### src/rtl/pia_display_port.sv
// Apple-1 style display consumer for MC6820 port B: captures strobed characters,
// filters/case-folds them, buffers them in a FIFO and feeds a valid/ready sink with auto-CR.
module pia_display_port #(
  parameter int unsigned DEPTH = 4,
  parameter int unsigned COLS  = 40
) (
  input  logic                      enable,
  input  logic                      reset_n,
  input  logic [7:0]                pb_data,
  input  logic                      pb_strobe,
  output logic                      pb_busy,
  output logic [6:0]                char_data,
  output logic                      char_valid,
  input  logic                      char_ready,
  output logic [$clog2(COLS)-1:0]   column,
  output logic                      overflow
);
  localparam int unsigned PTR_W = $clog2(DEPTH);
  localparam int unsigned CNT_W = PTR_W + 1;
  localparam int unsigned COL_W = $clog2(COLS);
  localparam logic [6:0]  CR    = 7'h0D;

  typedef enum logic [1:0] {IDLE, SEND, WRAP} state_e;

  state_e             state_q, state_d;
  logic               strobe_q, strobe_d;
  logic [PTR_W-1:0]   wr_ptr_q, wr_ptr_d;
  logic [PTR_W-1:0]   rd_ptr_q, rd_ptr_d;
  logic [CNT_W-1:0]   count_q, count_d;
  logic [6:0]         mem_q [DEPTH];
  logic [6:0]         mem_d [DEPTH];
  logic               busy_q, busy_d;
  logic               overflow_q, overflow_d;
  logic [6:0]         char_data_q, char_data_d;
  logic               char_valid_q, char_valid_d;
  logic [COL_W-1:0]   column_q, column_d;

  logic [6:0]         cap_char_c;
  logic               cap_valid_c;
  logic               full_c;
  logic               push_c;
  logic               pop_c;
  logic               unused_pb_msb;

  assign unused_pb_msb = pb_data[7];

  // Edge detect, filter and upper-case fold of the strobed character
  always_comb begin
    cap_char_c  = pb_data[6:0];
    cap_valid_c = 1'b0;
    if (pb_strobe && !strobe_q) begin
      if (pb_data[6:0] == CR) begin
        cap_valid_c = 1'b1;
      end else if (pb_data[6:0] >= 7'h20 && pb_data[6:0] != 7'h7F) begin
        cap_valid_c = 1'b1;
        if (pb_data[6:0] >= 7'h60) cap_char_c = pb_data[6:0] - 7'h20;
      end
    end
  end

  assign full_c = (count_q == CNT_W'(DEPTH));
  assign push_c = cap_valid_c && !full_c;
  assign pop_c  = (state_q == IDLE) && (count_q != '0);

  // FIFO bookkeeping; a full check uses the pre-pop count
  always_comb begin
    strobe_d   = pb_strobe;
    mem_d      = mem_q;
    wr_ptr_d   = wr_ptr_q;
    rd_ptr_d   = rd_ptr_q;
    count_d    = count_q;
    overflow_d = overflow_q | (cap_valid_c && full_c);
    if (push_c) begin
      mem_d[wr_ptr_q] = cap_char_c;
      wr_ptr_d        = wr_ptr_q + PTR_W'(1);
    end
    if (pop_c) rd_ptr_d = rd_ptr_q + PTR_W'(1);
    case ({push_c, pop_c})
      2'b10:   count_d = count_q + CNT_W'(1);
      2'b01:   count_d = count_q - CNT_W'(1);
      default: count_d = count_q;
    endcase
    busy_d = (count_d == CNT_W'(DEPTH));
  end

  // Output FSM: load head, hand off, insert CR at the right margin
  always_comb begin
    state_d      = state_q;
    char_data_d  = char_data_q;
    char_valid_d = char_valid_q;
    column_d     = column_q;
    case (state_q)
      IDLE: begin
        if (pop_c) begin
          char_data_d  = mem_q[rd_ptr_q];
          char_valid_d = 1'b1;
          state_d      = SEND;
        end
      end
      SEND: begin
        if (char_ready) begin
          if (char_data_q == CR) begin
            column_d     = '0;
            char_valid_d = 1'b0;
            state_d      = IDLE;
          end else if (column_q == COL_W'(COLS - 1)) begin
            column_d    = '0;
            char_data_d = CR;
            state_d     = WRAP;
          end else begin
            column_d     = column_q + COL_W'(1);
            char_valid_d = 1'b0;
            state_d      = IDLE;
          end
        end
      end
      WRAP: begin
        if (char_ready) begin
          char_valid_d = 1'b0;
          state_d      = IDLE;
        end
      end
      default: state_d = IDLE;
    endcase
  end

  always_ff @(posedge enable or negedge reset_n) begin
    if (!reset_n) begin
      state_q      <= IDLE;
      strobe_q     <= 1'b1;
      wr_ptr_q     <= '0;
      rd_ptr_q     <= '0;
      count_q      <= '0;
      busy_q       <= 1'b0;
      overflow_q   <= 1'b0;
      char_data_q  <= '0;
      char_valid_q <= 1'b0;
      column_q     <= '0;
      for (int i = 0; i < int'(DEPTH); i++) mem_q[i] <= '0;
    end else begin
      state_q      <= state_d;
      strobe_q     <= strobe_d;
      wr_ptr_q     <= wr_ptr_d;
      rd_ptr_q     <= rd_ptr_d;
      count_q      <= count_d;
      busy_q       <= busy_d;
      overflow_q   <= overflow_d;
      char_data_q  <= char_data_d;
      char_valid_q <= char_valid_d;
      column_q     <= column_d;
      mem_q        <= mem_d;
    end
  end

  assign pb_busy    = busy_q;
  assign overflow   = overflow_q;
  assign char_data  = char_data_q;
  assign char_valid = char_valid_q;
  assign column     = column_q;

endmodule

### config.mk
export PLATFORM = sky130hd
export DESIGN_NAME = pia_display_port
export DESIGN_NICKNAME = d
export VERILOG_FILES = /design/src/rtl/pia_display_port.sv
export SDC_FILE = /design/constraint.sdc
export NUM_CORES = 1
export LEC_CHECK = 0
export ABC_CLOCK_PERIOD_IN_PS = 3200
export BUFFER_PORTS_ARGS = -buffer_cell sky130_fd_sc_hd__buf_2
export CAP_MARGIN = 40
export CORE_UTILIZATION = 58
export DETAILED_ROUTE_END_ITERATION = 10
export GPL_ROUTABILITY_DRIVEN = 0
export MAX_ROUTING_LAYER = met4
export PLACE_DENSITY = 0.79
export RECOVER_POWER = 25
export REMOVE_ABC_BUFFERS = 1
export SETUP_SLACK_MARGIN = 0.5
export SYNTH_ARGS = -nofsm -noshare
export SYNTH_HDL_FRONTEND = slang
export SYNTH_SLANG_ARGS = --single-unit
### constraint.sdc
create_clock -name enable -period 3.2 [get_ports enable]
set_clock_uncertainty 0.2 [all_clocks]
set_input_delay 0.16 -clock enable [delete_from_list [all_inputs] [get_ports enable]]
set_output_delay 0.16 -clock enable [all_outputs]
set_load 0.05 [all_outputs]
Word level (Yosys, flattened, before mapping)

Index checks and enable logic that the tools add are counted.

Output and inout bits: 16
Word-level logic and storage cells: 93
Input bits: 12
Register bits after elaboration: 54

Order comparisons: 5
Bitwise operators: 3
Muxes and demuxes: 33
$add $sub $neg: 6
Equality and inequality tests: 16
Reduce and logical (&&, ||, !) cells: 16

Operators with widths:

| operator                                                                             | number |
|---|---|
| 7-bit two-way mux                                                                    | 11 |
| 28-bit bitwise mux                                                                   | 1 |
| 7-bit binary-select mux with 2-bit select                                            | 1 |
| 7-bit demux with 2-bit select                                                        | 1 |
| 7-bit by 4-bit == test with 1-bit output (second input constant)                     | 2 |
| 7-bit case mux with 2 select lines                                                   | 1 |
| 6-bit two-way mux                                                                    | 2 |
| 2-bit two-way mux                                                                    | 5 |
| 2-bit != test (second input constant)                                                | 5 |
| 5-bit AND reduction                                                                  | 2 |
| 1-bit two-way mux                                                                    | 8 |
| 7-bit by 6-bit greater-or-equal comparator with 1-bit output (second input constant) | 1 |
| 7-bit greater-or-equal comparator (second input constant)                            | 1 |
| 7-bit != test (second input constant)                                                | 1 |
| 7-bit by 6-bit subtractor with 7-bit output (second input constant)                  | 1 |
| 6-bit by 1-bit adder with 6-bit output (second input constant)                       | 1 |
| 3-bit == test (second input constant)                                                | 2 |
| 6-bit == test (second input constant)                                                | 1 |
| 3-bit greater-or-equal comparator (second input constant)                            | 2 |
| 1-bit logical AND                                                                    | 6 |
| 2-bit NOT with 3-bit output                                                          | 2 |
| 2-bit case mux with 3 select lines                                                   | 1 |
| 3-bit case mux with 2 select lines                                                   | 1 |
| 3-bit nonzero test                                                                   | 2 |
| 14 further kinds                                                                     | 18 |

Longest topological paths before layout

Depth in word-level cells: 9
Mapped depth: 13
Gate-level depth less buffers: 12

Worst setup path before layout

OpenSTA, ideal clock, no wires.

Path type: flip-flop to flip-flop
Start point: register strobe_q
End point: register busy_q (netlist: pb_busy)
Arrival: 2364 ps
Setup time: 127 ps
Stages on the path, launching flop included: 9
Clock period less this slack: 2691 ps
Buffers on the path: 0
Data required time: 2873 ps
Slack: 509 ps
Cell sequence: dfstp_2 or4b_1 nor4_4 o21ai_1 ha_1 inv_1 fa_1 o21ai_0 nor3b_1

Word-level cells in the longest chain between the ends: 7
Elaborated cells on any way between the ends: 8
Classes of those cells: 3 x eq/ne; 2 x mux; 3 x reduce/logical

RTL lines:

| what                                                                             | RTL line | RTL |
|---|---|---|
| start, declared                                                                  | 26       | `logic strobe_q, strobe_d;` |
| start signal, assigned                                                           | 142      | `strobe_q <= strobe_d;` |
| 1-bit zero test (*)                                                              | 51       | `if (pb_strobe && !strobe_q) begin` |
| 1-bit logical AND (*)                                                            | 51       |  |
| 1-bit two-way mux (*)                                                            | 51       |  |
| 1-bit logical AND (*)                                                            | 62       | `assign push_c = cap_valid_c && !full_c;` |
| 2-bit by 1-bit == test with 1-bit output / 2-bit == test (equally long branches) | 78       | `case ({push_c, pop_c})` |
| 3-bit case mux with 2 select lines (*)                                           | 78       |  |
| via count_d[1]                                                                   | 29       | `logic [CNT_W-1:0] count_q, count_d;` |
| 3-bit == test (*)                                                                | 83       | `busy_d = (count_d == CNT_W'(DEPTH));` |
| via busy_d                                                                       | 32       | `logic busy_q, busy_d;` |
| end signal, assigned                                                             | 146      | `busy_q <= busy_d;` |
| end, declared                                                                    | 32       |  |

The timed path passes the listed nets; every way through them passes the cells marked *.
A chain may end at the register's enable or synchronous reset.

Worst setup path in the final report

Same ends and word-level chain as after synthesis.

==> flow_summary.yaml <==
die:
  die_w_um: 69.3
  start_util_pct: 60.3
  fp.dieArea_um2: 4800
  core_area_um2: 4350
  num_rows: 24
  ios: 28
  die_h_um: 69.3
route:
  wl_per_cell_um: 15.7
  antenna_left: 0
  drc: 0
  routed_via_density: 5.79
  finalWirelength_mm: 4.79
  num_vias: 1766
  first_iter_violations: 76
  dr.pass1.iters: 4
grt:
  grt_pass1_vias: 1810
  grt_max_degree: 34
  antenna_found_initial: 0
  track_usage_pct: 23.1
  grt_first_pass_wirelength_mm: 8.40
  grt_overflow_total: 0
cells_and_area:
  mostFrequentLayoutCells: "dfrtp_1 (53), mux2_2 (24), buf_2 (24)"
  mostFrequentLayoutCell: "dfrtp_1"
  seq_area_um2: 1350
  final_cells: 305
  fillerInstances: 322
  layout-drive-gt1-share_pct: 32.0
  diodes: 0
  areaGrowthSynthToFinish_pct: 16.9
  fin_util_pct: 70.5
  fin_nets: 278
  multi_input_area_um2: 1240
power:
  fin_total_pwr_uw: 3110
  cellPowerDensity_nw_per_um2: 1010
  vdd_drop_max_v: 0.000500
  p_leak_uw: 0.00138
status:
  status: "completed"
logic_synthesis:
  ys_types: 35
  ys_ff_latch: 54
  seq_area_frac_synth_pct: 51.5
  synthFlopType: "dfrtp_1"
  synthCells: 210
  synthArstFlopShare_pct: 100
  synth_edf_count: 0
  avgSynthCellArea_um2: 12.5
  yosysWarningCount: 0
  syn_area_um2: 2630
worst_hold_path:
  hold_path_class: "in2async"
clock_tree:
  clkTransAtPathRegs_ns: 0.09
  clk_latency_ns: 0.30
  cts_made_buffers: 5
  cts-root-buf: "clkbuf_8"
  htreeDepth: 2
  cts.sinks: 54
  clock_path_buffers: 2
  cts_tree: "yes"
critical_path:
  startpoint_type: "register"
  timing.rr.start: "strobe_q"
  crit_top_cell: "xor2_1"
  critPathTopFamily: "adder cells"
  cp.buffers_inverters: 1
  critPathMaxFanout: 7
  crit_type: "reg2reg"
  max_stage_delay_ns: 0.53
  reg2reg_to: "pb_busy"
  worst_path_max_delay_cell: "dfstp_2"
  r2r_setup_slack_ns: 0.66
  cp.required_ns: 3.23
  end_kind: "register"
  arrival_ns: 2.57
  ff2ff_path_depth: 10
  crit_chain: "nor3b_1 > o21a_1 > o21ai_2 > ha_1 > inv_1 > fa_1 > xor2_1 > nor2_1 > xor2_1 > nor3b_2"
timing:
  drv_slew: 0
  rsz0062_at_grt: "false"
  slew_headroom_pct: 63.5
  layout_setup_ws_ns: 0.659
  tns_ns: 0
  period_needed_ns: 2.54
  setup_viol: 0
  hold_viol: 0
  max_freq_mhz: 394
  worstMarginPinSlew_ns: 0.546
  min_period_over_period_pct: 79.4
place:
  portBuffers: 26
  hpwl_mm: 3.36
  place_ws_ns: 0.456
  place_inst: 288
job:
  maxCapViolations: 0
[sequential cells by signal (all words and copies together) (netlist names)]
register    count
state_q         2
char_data       7
pb_busy         1
strobe_q        1
count_q         3
char_valid      1
wr_ptr_q        2
mem_q          28
overflow        1
rd_ptr_q        2
column          6
[metal layers]
layer  up-vias  track usage [%]  wire length, um
li1        837                -                -
met1       874             27.6             2060
met2        46             39.4             2440
met3         9             4.94              205
met4         0             7.26               83
met5         -                -                0
[worst reg2reg max path, stage by stage (launching register included)]
cell and delay [ns]:
dfstp_2 0.53, nor3b_1 0.04, o21a_1 0.20, o21ai_2 0.23, ha_1 0.21, inv_1 0.06
fa_1 0.37, xor2_1 0.15, nor2_1 0.11, xor2_1 0.19, nor3b_2 0.18
[cell usage after synthesis, types with 2 or more instances]
library cell | number | area share [%]
a32o_1 | 4 | 1.5
clkbuf_1 | 3 | 0.43
dfrtp_1 | 53 | 51
ha_1 | 12 | 5.7
inv_1 | 10 | 1.4
mux2_2 | 24 | 10
mux2i_1 | 2 | 0.76
mux4_2 | 7 | 6.0
nand2_1 | 18 | 2.6
nand3_1 | 6 | 1.1
nand4_1 | 2 | 0.48
nor2_1 | 13 | 1.9
nor2b_1 | 3 | 0.71
nor3_1 | 5 | 0.95
nor3b_1 | 2 | 0.57
o211ai_2 | 4 | 1.9
o21ai_0 | 14 | 2.7
o22a_1 | 3 | 1.0
or4b_2 | 2 | 0.76
xnor2_1 | 4 | 1.3
xor2_1 | 5 | 1.7
[worst max path at each step]
stage | start | end | cells after the start
2_1_floorplan | strobe_q | pb_busy | 8
3_3_place_gp | pb_data[0] | pb_busy | 11
3_5_place_dp | pb_data[0] | pb_busy | 11
4_1_cts | state_q[0] | pb_busy | 10
5_1_grt | strobe_q | pb_busy | 10
6_report | strobe_q | pb_busy | 10
[power by group]
group | leakage (uW) | internal [uW] | switching [uW]
Combinational | 0.000669 | 617 | 784
Sequential | 0.000656 | 1000 | 247
Clock | 0.0000573 | 250 | 206
Total | 0.00138 | 1870 | 1240
[final cells by class]
class,instances,area share [%]
Multi-Input combinational cell,142,40.3
Clock inverter,1,0.978
Sequential cell,54,44.1
Tap cell,52,2.12
Inverter,10,1.22
Timing Repair Buffer,40,8.64
Clock buffer,6,2.69
[kinds of logic after synthesis]
family / share of synthesized area (%)
AND/OR/NAND/NOR: 10.5
flip-flops: 51.5
AO/OA/AOI/OAI: 9.43
multiplexers: 17.1
buffers and inverters: 2.00
adder cells (fa/ha/maj): 6.48
XOR/XNOR: 3.00
[what timing repair did]
item                                    CTS  global route
resized for setup                         1             4
pin swaps                                 0             1
endpoints found under the hold margin    61             0
endpoints found under the setup margin    1             1
hold buffers                              8             0
setup buffers                             0             2
[stage by stage]
stage                     area, um^2  hold WS [ns]
after detailed placement        2850        -0.174
after global routing            3070         0.159
after CTS                       3050        0.0275
final                           3070         0.125
after global placement          2830        0.0809
after floorplan                 2610        -0.336
(Power assumes the default switching activity.)
